===== src/rtl/mips_multicycle_ctrl.sv =====
`default_nettype none
// ============================================================================
// Module      : mips_multicycle_ctrl
// Description : Multi-cycle control FSM for the mips_core datapath. Decodes
//               opcode/funct, sequences FETCH..WRITEBACK, drives every
//               datapath strobe and stalls on the memory ready handshake.
//               Traps on illegal opcodes and on memory timeouts.
//               Optional macro MIPS_CTRL_PERF_EN adds instr_count and
//               cycle_count performance counter outputs.
// Revision    : 1.0 - initial release
// ============================================================================
module mips_multicycle_ctrl #(
  parameter int MEM_TIMEOUT = 15
) (
  input  logic       clock,
  input  logic       reset,
  input  logic       run,
  input  logic [5:0] opcode,
  input  logic [5:0] funct,
  input  logic       zero,
  input  logic       mem_ready,
  output logic       mem_read,
  output logic       mem_write,
  output logic       ir_write,
  output logic       pc_write,
  output logic       reg_write,
  output logic       reg_dst,
  output logic       mem_to_reg,
  output logic       alu_src_a,
  output logic [1:0] alu_src_b,
  output logic [3:0] alu_op,
  output logic [1:0] pc_src,
  output logic [3:0] state,
  output logic       instr_done,
  output logic       illegal_op,
  output logic       mem_err
`ifdef MIPS_CTRL_PERF_EN
  ,
  output logic [31:0] instr_count,
  output logic [31:0] cycle_count
`endif
);

  typedef enum logic [3:0] {
    S_IDLE     = 4'd0,
    S_FETCH    = 4'd1,
    S_DECODE   = 4'd2,
    S_EXEC_R   = 4'd3,
    S_EXEC_I   = 4'd4,
    S_MEM_ADDR = 4'd5,
    S_MEM_RD   = 4'd6,
    S_MEM_WR   = 4'd7,
    S_WB_ALU   = 4'd8,
    S_WB_MEM   = 4'd9,
    S_BRANCH   = 4'd10,
    S_JUMP     = 4'd11,
    S_TRAP     = 4'd12
  } state_t;

  localparam logic [5:0] c_op_rtype = 6'h00;
  localparam logic [5:0] c_op_addi  = 6'h08;
  localparam logic [5:0] c_op_lw    = 6'h23;
  localparam logic [5:0] c_op_sw    = 6'h2B;
  localparam logic [5:0] c_op_beq   = 6'h04;
  localparam logic [5:0] c_op_j     = 6'h02;

  localparam logic [5:0] c_fn_add = 6'h20;
  localparam logic [5:0] c_fn_sub = 6'h22;
  localparam logic [5:0] c_fn_and = 6'h24;
  localparam logic [5:0] c_fn_or  = 6'h25;
  localparam logic [5:0] c_fn_slt = 6'h2A;

  localparam logic [3:0] c_alu_add = 4'd0;
  localparam logic [3:0] c_alu_sub = 4'd1;
  localparam logic [3:0] c_alu_and = 4'd2;
  localparam logic [3:0] c_alu_or  = 4'd3;
  localparam logic [3:0] c_alu_slt = 4'd4;

  // Last count value before a still-waiting memory state gives up
  localparam logic [7:0] c_wait_last = 8'(MEM_TIMEOUT - 1);

  state_t     r_state;
  state_t     w_next;
  logic [7:0] r_wait_cnt;
  logic       r_illegal;
  logic       r_mem_err;
  logic       w_mem_wait;
  logic       w_timeout;
  logic       w_rtype_ok;
  logic [3:0] w_funct_op;

  // R-type funct decode: legality and ALU operation
  always_comb begin
    w_rtype_ok = 1'b1;
    w_funct_op = c_alu_add;
    case (funct)
      c_fn_add: w_funct_op = c_alu_add;
      c_fn_sub: w_funct_op = c_alu_sub;
      c_fn_and: w_funct_op = c_alu_and;
      c_fn_or:  w_funct_op = c_alu_or;
      c_fn_slt: w_funct_op = c_alu_slt;
      default:  w_rtype_ok = 1'b0;
    endcase
  end

  // Memory-wait states and the timeout condition (ready on the last cycle wins)
  always_comb begin
    w_mem_wait = (r_state == S_FETCH) || (r_state == S_MEM_RD) || (r_state == S_MEM_WR);
    w_timeout  = w_mem_wait && !mem_ready && (r_wait_cnt == c_wait_last);
  end

  // Next-state logic and datapath strobes decoded from the current state
  always_comb begin
    w_next     = r_state;
    mem_read   = 1'b0;
    mem_write  = 1'b0;
    ir_write   = 1'b0;
    pc_write   = 1'b0;
    reg_write  = 1'b0;
    reg_dst    = 1'b0;
    mem_to_reg = 1'b0;
    alu_src_a  = 1'b0;
    alu_src_b  = 2'b00;
    alu_op     = c_alu_add;
    pc_src     = 2'b00;
    instr_done = 1'b0;
    case (r_state)
      S_IDLE: begin
        if (run) w_next = S_FETCH;
      end
      S_FETCH: begin
        mem_read  = 1'b1;
        alu_src_b = 2'b01;
        ir_write  = mem_ready;
        pc_write  = mem_ready;
        if (mem_ready)      w_next = S_DECODE;
        else if (w_timeout) w_next = S_TRAP;
      end
      S_DECODE: begin
        alu_src_b = 2'b11;
        case (opcode)
          c_op_rtype: w_next = w_rtype_ok ? S_EXEC_R : S_TRAP;
          c_op_addi:  w_next = S_EXEC_I;
          c_op_lw:    w_next = S_MEM_ADDR;
          c_op_sw:    w_next = S_MEM_ADDR;
          c_op_beq:   w_next = S_BRANCH;
          c_op_j:     w_next = S_JUMP;
          default:    w_next = S_TRAP;
        endcase
      end
      S_EXEC_R: begin
        alu_src_a = 1'b1;
        alu_op    = w_funct_op;
        w_next    = S_WB_ALU;
      end
      S_EXEC_I: begin
        alu_src_a = 1'b1;
        alu_src_b = 2'b10;
        w_next    = S_WB_ALU;
      end
      S_MEM_ADDR: begin
        alu_src_a = 1'b1;
        alu_src_b = 2'b10;
        w_next    = (opcode == c_op_sw) ? S_MEM_WR : S_MEM_RD;
      end
      S_MEM_RD: begin
        mem_read = 1'b1;
        if (mem_ready)      w_next = S_WB_MEM;
        else if (w_timeout) w_next = S_TRAP;
      end
      S_MEM_WR: begin
        mem_write = 1'b1;
        if (mem_ready) begin
          instr_done = 1'b1;
          w_next     = run ? S_FETCH : S_IDLE;
        end else if (w_timeout) begin
          w_next = S_TRAP;
        end
      end
      S_WB_ALU: begin
        reg_write  = 1'b1;
        reg_dst    = (opcode == c_op_rtype);
        instr_done = 1'b1;
        w_next     = run ? S_FETCH : S_IDLE;
      end
      S_WB_MEM: begin
        reg_write  = 1'b1;
        mem_to_reg = 1'b1;
        instr_done = 1'b1;
        w_next     = run ? S_FETCH : S_IDLE;
      end
      S_BRANCH: begin
        alu_src_a  = 1'b1;
        alu_op     = c_alu_sub;
        pc_src     = 2'b01;
        pc_write   = zero;
        instr_done = 1'b1;
        w_next     = run ? S_FETCH : S_IDLE;
      end
      S_JUMP: begin
        pc_src     = 2'b10;
        pc_write   = 1'b1;
        instr_done = 1'b1;
        w_next     = run ? S_FETCH : S_IDLE;
      end
      S_TRAP: begin
        w_next = S_TRAP;
      end
      default: begin
        w_next = S_IDLE;
      end
    endcase
  end

  // State register, memory wait counter and sticky error flags
  always_ff @(posedge clock) begin
    if (reset) begin
      r_state    <= S_IDLE;
      r_wait_cnt <= 8'd0;
      r_illegal  <= 1'b0;
      r_mem_err  <= 1'b0;
    end else begin
      r_state <= w_next;
      if (w_mem_wait && (w_next == r_state)) r_wait_cnt <= r_wait_cnt + 8'd1;
      else                                   r_wait_cnt <= 8'd0;
      if ((r_state == S_DECODE) && (w_next == S_TRAP)) r_illegal <= 1'b1;
      if (w_timeout) r_mem_err <= 1'b1;
    end
  end

  assign state      = r_state;
  assign illegal_op = r_illegal;
  assign mem_err    = r_mem_err;

`ifdef MIPS_CTRL_PERF_EN
  logic [31:0] r_instr_count;
  logic [31:0] r_cycle_count;

  // Retired-instruction and busy-cycle counters, wrapping at 2^32
  always_ff @(posedge clock) begin
    if (reset) begin
      r_instr_count <= 32'd0;
      r_cycle_count <= 32'd0;
    end else begin
      if (instr_done) r_instr_count <= r_instr_count + 32'd1;
      if ((r_state != S_IDLE) && (r_state != S_TRAP)) r_cycle_count <= r_cycle_count + 32'd1;
    end
  end

  assign instr_count = r_instr_count;
  assign cycle_count = r_cycle_count;
`endif

endmodule
`default_nettype wire


===== config.mk =====
export PLATFORM = sky130hd
export DESIGN_NAME = mips_multicycle_ctrl
export DESIGN_NICKNAME = d
export VERILOG_FILES = /design/src/rtl/mips_multicycle_ctrl.sv
export SDC_FILE = /design/constraint.sdc
export NUM_CORES = 1
export LEC_CHECK = 0
export CAP_MARGIN = 5
export CORE_ASPECT_RATIO = 1.5
export CORE_MARGIN = 3
export CORE_UTILIZATION = 33
export CTS_BUF_LIST = sky130_fd_sc_hd__clkbuf_4
export DETAILED_ROUTE_END_ITERATION = 8
export PLACE_DENSITY = 0.65
export SLEW_MARGIN = 20
export SYNTH_ARGS = -nofsm -noshare
export SYNTH_HDL_FRONTEND = slang
export SYNTH_SLANG_ARGS = --single-unit

===== constraint.sdc =====
create_clock -name clock -period 2.7 [get_ports clock]
set_input_delay 0.405 -clock clock [delete_from_list [all_inputs] [get_ports clock]]
set_output_delay 0.405 -clock clock [all_outputs]
set_load 0.01 [all_outputs]

==> Implementation_results.wiki <==
{| class="wikitable"
! Metric !! Value
|-
| Status || finished, final reports clean
|-
| Arr. time, crit path || 2.13 ns
|-
| # Post-CTS Setup Buffers || 0
|-
| M1 GR Usage || 16.6%
|-
| Critical path class || reg -> out
|-
| Standard-cell row count || 26
|-
| Global Route Usage Sum || 15.8%
|-
| Weighted congestion at the end of routability-driven global placement || 0.835
|-
| Post-Route Skew || 0.00304 ns
|-
| Combinational power share || 29.8%
|-
| Clock edge transition at the registers on the reported setup and hold paths || 0.09 ns
|-
| Net switching fraction of the power || 31.3%
|-
| Post-synth ARST share || 0%
|-
| Remaining antenna violation count || 0
|-
| Wire length of the first global-routing pass || 5.78 mm
|-
| Main flop type after synthesis || sky130_fd_sc_hd__dfxtp_1
|-
| Unrepaired setup endpoints after global routing || false
|-
| Number of buffers inserted by hold repair at cts || 0
|-
| Internal power || 336 uW
|-
| Total number of vias || 1295
|-
| CORE AREA || 0.00348 mm^2
|-
| Number of clock buffers inserted by TritonCTS || 3
|-
| Post-Syn Area || 0.00123 mm^2
|-
| Leakage power of the design || 0.000536 uW
|-
| Worst hold-check path type || reg -> reg
|-
| Area delta synth->final || 33.1%
|-
| Root Buffer Master || sky130_fd_sc_hd__clkbuf_4
|-
| Post-Synthesis Net Count || 181
|-
| CTS H-tree lvls || 1
|-
| Fill cells || 354
|-
| Maximum root-to-sink buffer count || 2
|-
| Final Util || 47.1%
|-
| Proportion of power drawn by flip-flops and latches || 44.2%
|-
| Net load switching power || 153 uW
|-
| Bufs and invs on worst path || 2
|-
| Number of failing setup endpoints in the final timing report || 0
|-
| Worst IR Drop VDD || 0.000251 V
|-
| Routed wire length || 3.44 mm
|-
| Total global routing overflow || 0
|-
| Most frequently used cell type in the post-synthesis netlist || sky130_fd_sc_hd__nor2_1
|-
| Most utilized layer in the global route result || met2
|-
| CTS sink cnt || 14
|-
| Relative max-transition margin || 58.9%
|-
| TNS Setup || 0 ns
|-
| Detailed router's first-iteration violation count || 35
|-
| Worst slew pin tran || 0.613 ns
|-
| Post-detailed-route wirelength per cell || 14.3 um
|-
| Maximum number of pins on one net before global-route repair || 20
|-
| Tcrit/Tclk final || 93.8%
|-
| Final #Nets || 219
|-
| Share of post-route cells with drive strength above 1 || 11.1%
|-
| Total count of max-transition violations in the final report || 0
|-
| Hold violation count in the final report || 0
|-
| Startpoint types || flip-flop
|-
| Crit end category || primary output
|-
| Sequential-to-total area share from yosys stat || 22.7%
|-
| Crit path time final || 2.53 ns
|-
| Die outline width || 55.9 um
|-
| Post-synthesis cell count || 162
|-
| Dominant cell type by area after synthesis || sky130_fd_sc_hd__dfxtp_1
|-
| Initial core utilization || 35.4%
|-
| Initial antenna violation count || 0
|-
| Required time of the worst setup path || 2.30 ns
|-
| Top cell type's share of synthesized area || 22.7%
|-
| Leading post-synthesis cells by cell area || sky130_fd_sc_hd__dfxtp_1 (23%), sky130_fd_sc_hd__nor2_1 (7.3%), sky130_fd_sc_hd__o21ai_0 (3.7%)
|-
| Pwr dens || 298 mW/mm^2
|-
| Area of the die || 0.00452 mm^2
|-
| Antenna cells || 0
|-
| Synth top cells by count || sky130_fd_sc_hd__nor2_1 (24), sky130_fd_sc_hd__dfxtp_1 (14), sky130_fd_sc_hd__nand2_1 (10), sky130_fd_sc_hd__o21ai_0 (9), sky130_fd_sc_hd__nand3_1 (8)
|-
| Max FO, Critical Path || 8
|-
| Vias in the first global route || 1249
|-
| Post-cts sizing count || 0
|-
| Crit path max-delay cell type || sky130_fd_sc_hd__clkdlybuf4s50_1
|-
| Total DRC errors in the routed layout || 0
|-
| CP cell instances || buf_4 > or3b_1 > a21oi_1 > clkdlybuf4s50_1
|-
| I/O pins || 40
|-
| Drt pass-1 iters || 4
|-
| Clock Latency Late Sink || 0.29 ns
|-
| HPWL after detailed placement || 2.81 mm
|-
| I/O Buffers || 38
|-
| Number of flops mapped to enable cells by yosys || 0
|-
| Max-capacitance violation count || 0
|-
| Met2 capacity usage during global routing || 30.9%
|-
| Die H || 80.8 um
|-
| Number of storage elements in the synthesis netlist || 14
|-
| Yosys warning total || 0
|-
| Clock power share || 26.1%
|-
| Routed vias/inst || 5.37
|-
| Fmax || 395 MHz
|-
| Delay contributed by the slowest stage of the critical path || 0.56 ns
|-
| CP delay by family, top || buffers and inverters
|-
| Met3 Use GR || 2.07%
|-
| Post-synthesis cell type count || 53
|-
| CTS tree || built
|-
| Average cell area after synthesis || 7.61 um^2
|}
==> state kept, by name, indices dropped and copies added, names as in the netlist <==
signal and count:
r_wait_cnt 8, state 4, illegal_op 1, mem_err 1
==> metrics by stage <==
stage,instance area [um^2],setup WS [ns],hold slack [ns],power [uW],instances
CTS,1640,0.138,0.482,492,241
global route,1640,0.0347,0.498,514,241
global placement,1610,0.229,0.461,364,237
detailed placement,1610,0.182,0.465,365,237
floorplan,1230,0.806,0.486,302,162
finish,1640,0.168,0.473,488,241
==> per-layer routing <==
metal	up-vias	wire length, um
li1	659	-
met1	601	1350
met3	7	133
met5	-	0
met4	0	73
met2	28	1880
==> cell usage in the layout, fill, tap and decap left out, drive strengths merged, types with 2 or more instances in the layout <==
master and count:
nand2b 6, o21ai 10, nor2 27, a21boi 2
a21oi 5, inv 6, o32ai 2, clkdlybuf4s50 38
clkbuf 3, nor4 8, xor2 4, a2111oi 3
nand2 11, nand3 8, nor3 6, and2 2
nor2b 5, nand4 3, o22ai 2, a311oi 2
dfxtp 14, xnor2 3, and3 2, buf 5
a211oi 3, ha 2
==> logic make-up after synthesis <==
| group | Yosys count | share of synthesized area [%] |
|---|---|---|
| compound gates | 37 | 23.2 |
| xor+xnor | 7 | 4.97 |
| fa+ha+maj | 2 | 2.03 |
| buf+inv | 16 | 9.04 |
| flops | 14 | 22.7 |
| mux | 2 | 1.73 |
| other cells | 1 | 0.304 |
| simple gates | 83 | 35.9 |
==> worst min-delay path, delay by kind of cell (launching register included) <==
family / cells / cell delay [ns]
DFF: 1 / 0.33
and+or+nand+nor: 2 / 0.11
==> final timing paths <==
| kind | cells past startpoint | to | start | slack, ns |
|---|---|---|---|---|
| setup / recovery | 4 | mem_read | state[0]$_SDFF_PP0_ | 0.17 |
| setup reg to reg | 6 | r_wait_cnt[4]$_SDFF_PP0_ | r_wait_cnt[1]$_SDFF_PP0_ | 0.55 |
| hold / removal | 2 | mem_err$_SDFFE_PP0P_ | mem_err$_SDFFE_PP0P_ | 0.47 |
| hold reg to reg | 2 | mem_err$_SDFFE_PP0P_ | mem_err$_SDFFE_PP0P_ | 0.47 |
==> power by group through the flow <==
stage | Sequential [uW] | Clock, uW | Combinational, uW
after floorplan | 219 | 0 | 83.2
after global placement | 220 | 0 | 143
after detailed placement | 221 | 0 | 145
after CTS | 216 | 130 | 146
after global routing | 216 | 137 | 160
final | 216 | 127 | 145
==> final cells by class <==
type	instances	area [um^2]	area share (%)
Clock buffer	3	22.5	1.37
Multi-Input combinational cell	132	841	51.3
Tap cell	42	52.6	3.20
Timing Repair Buffer	43	418	25.5
Sequential cell	14	280	17.1
Inverter	6	22.5	1.37
Clock inverter	1	3.75	0.229
Power figures use the tool's default switching activity.
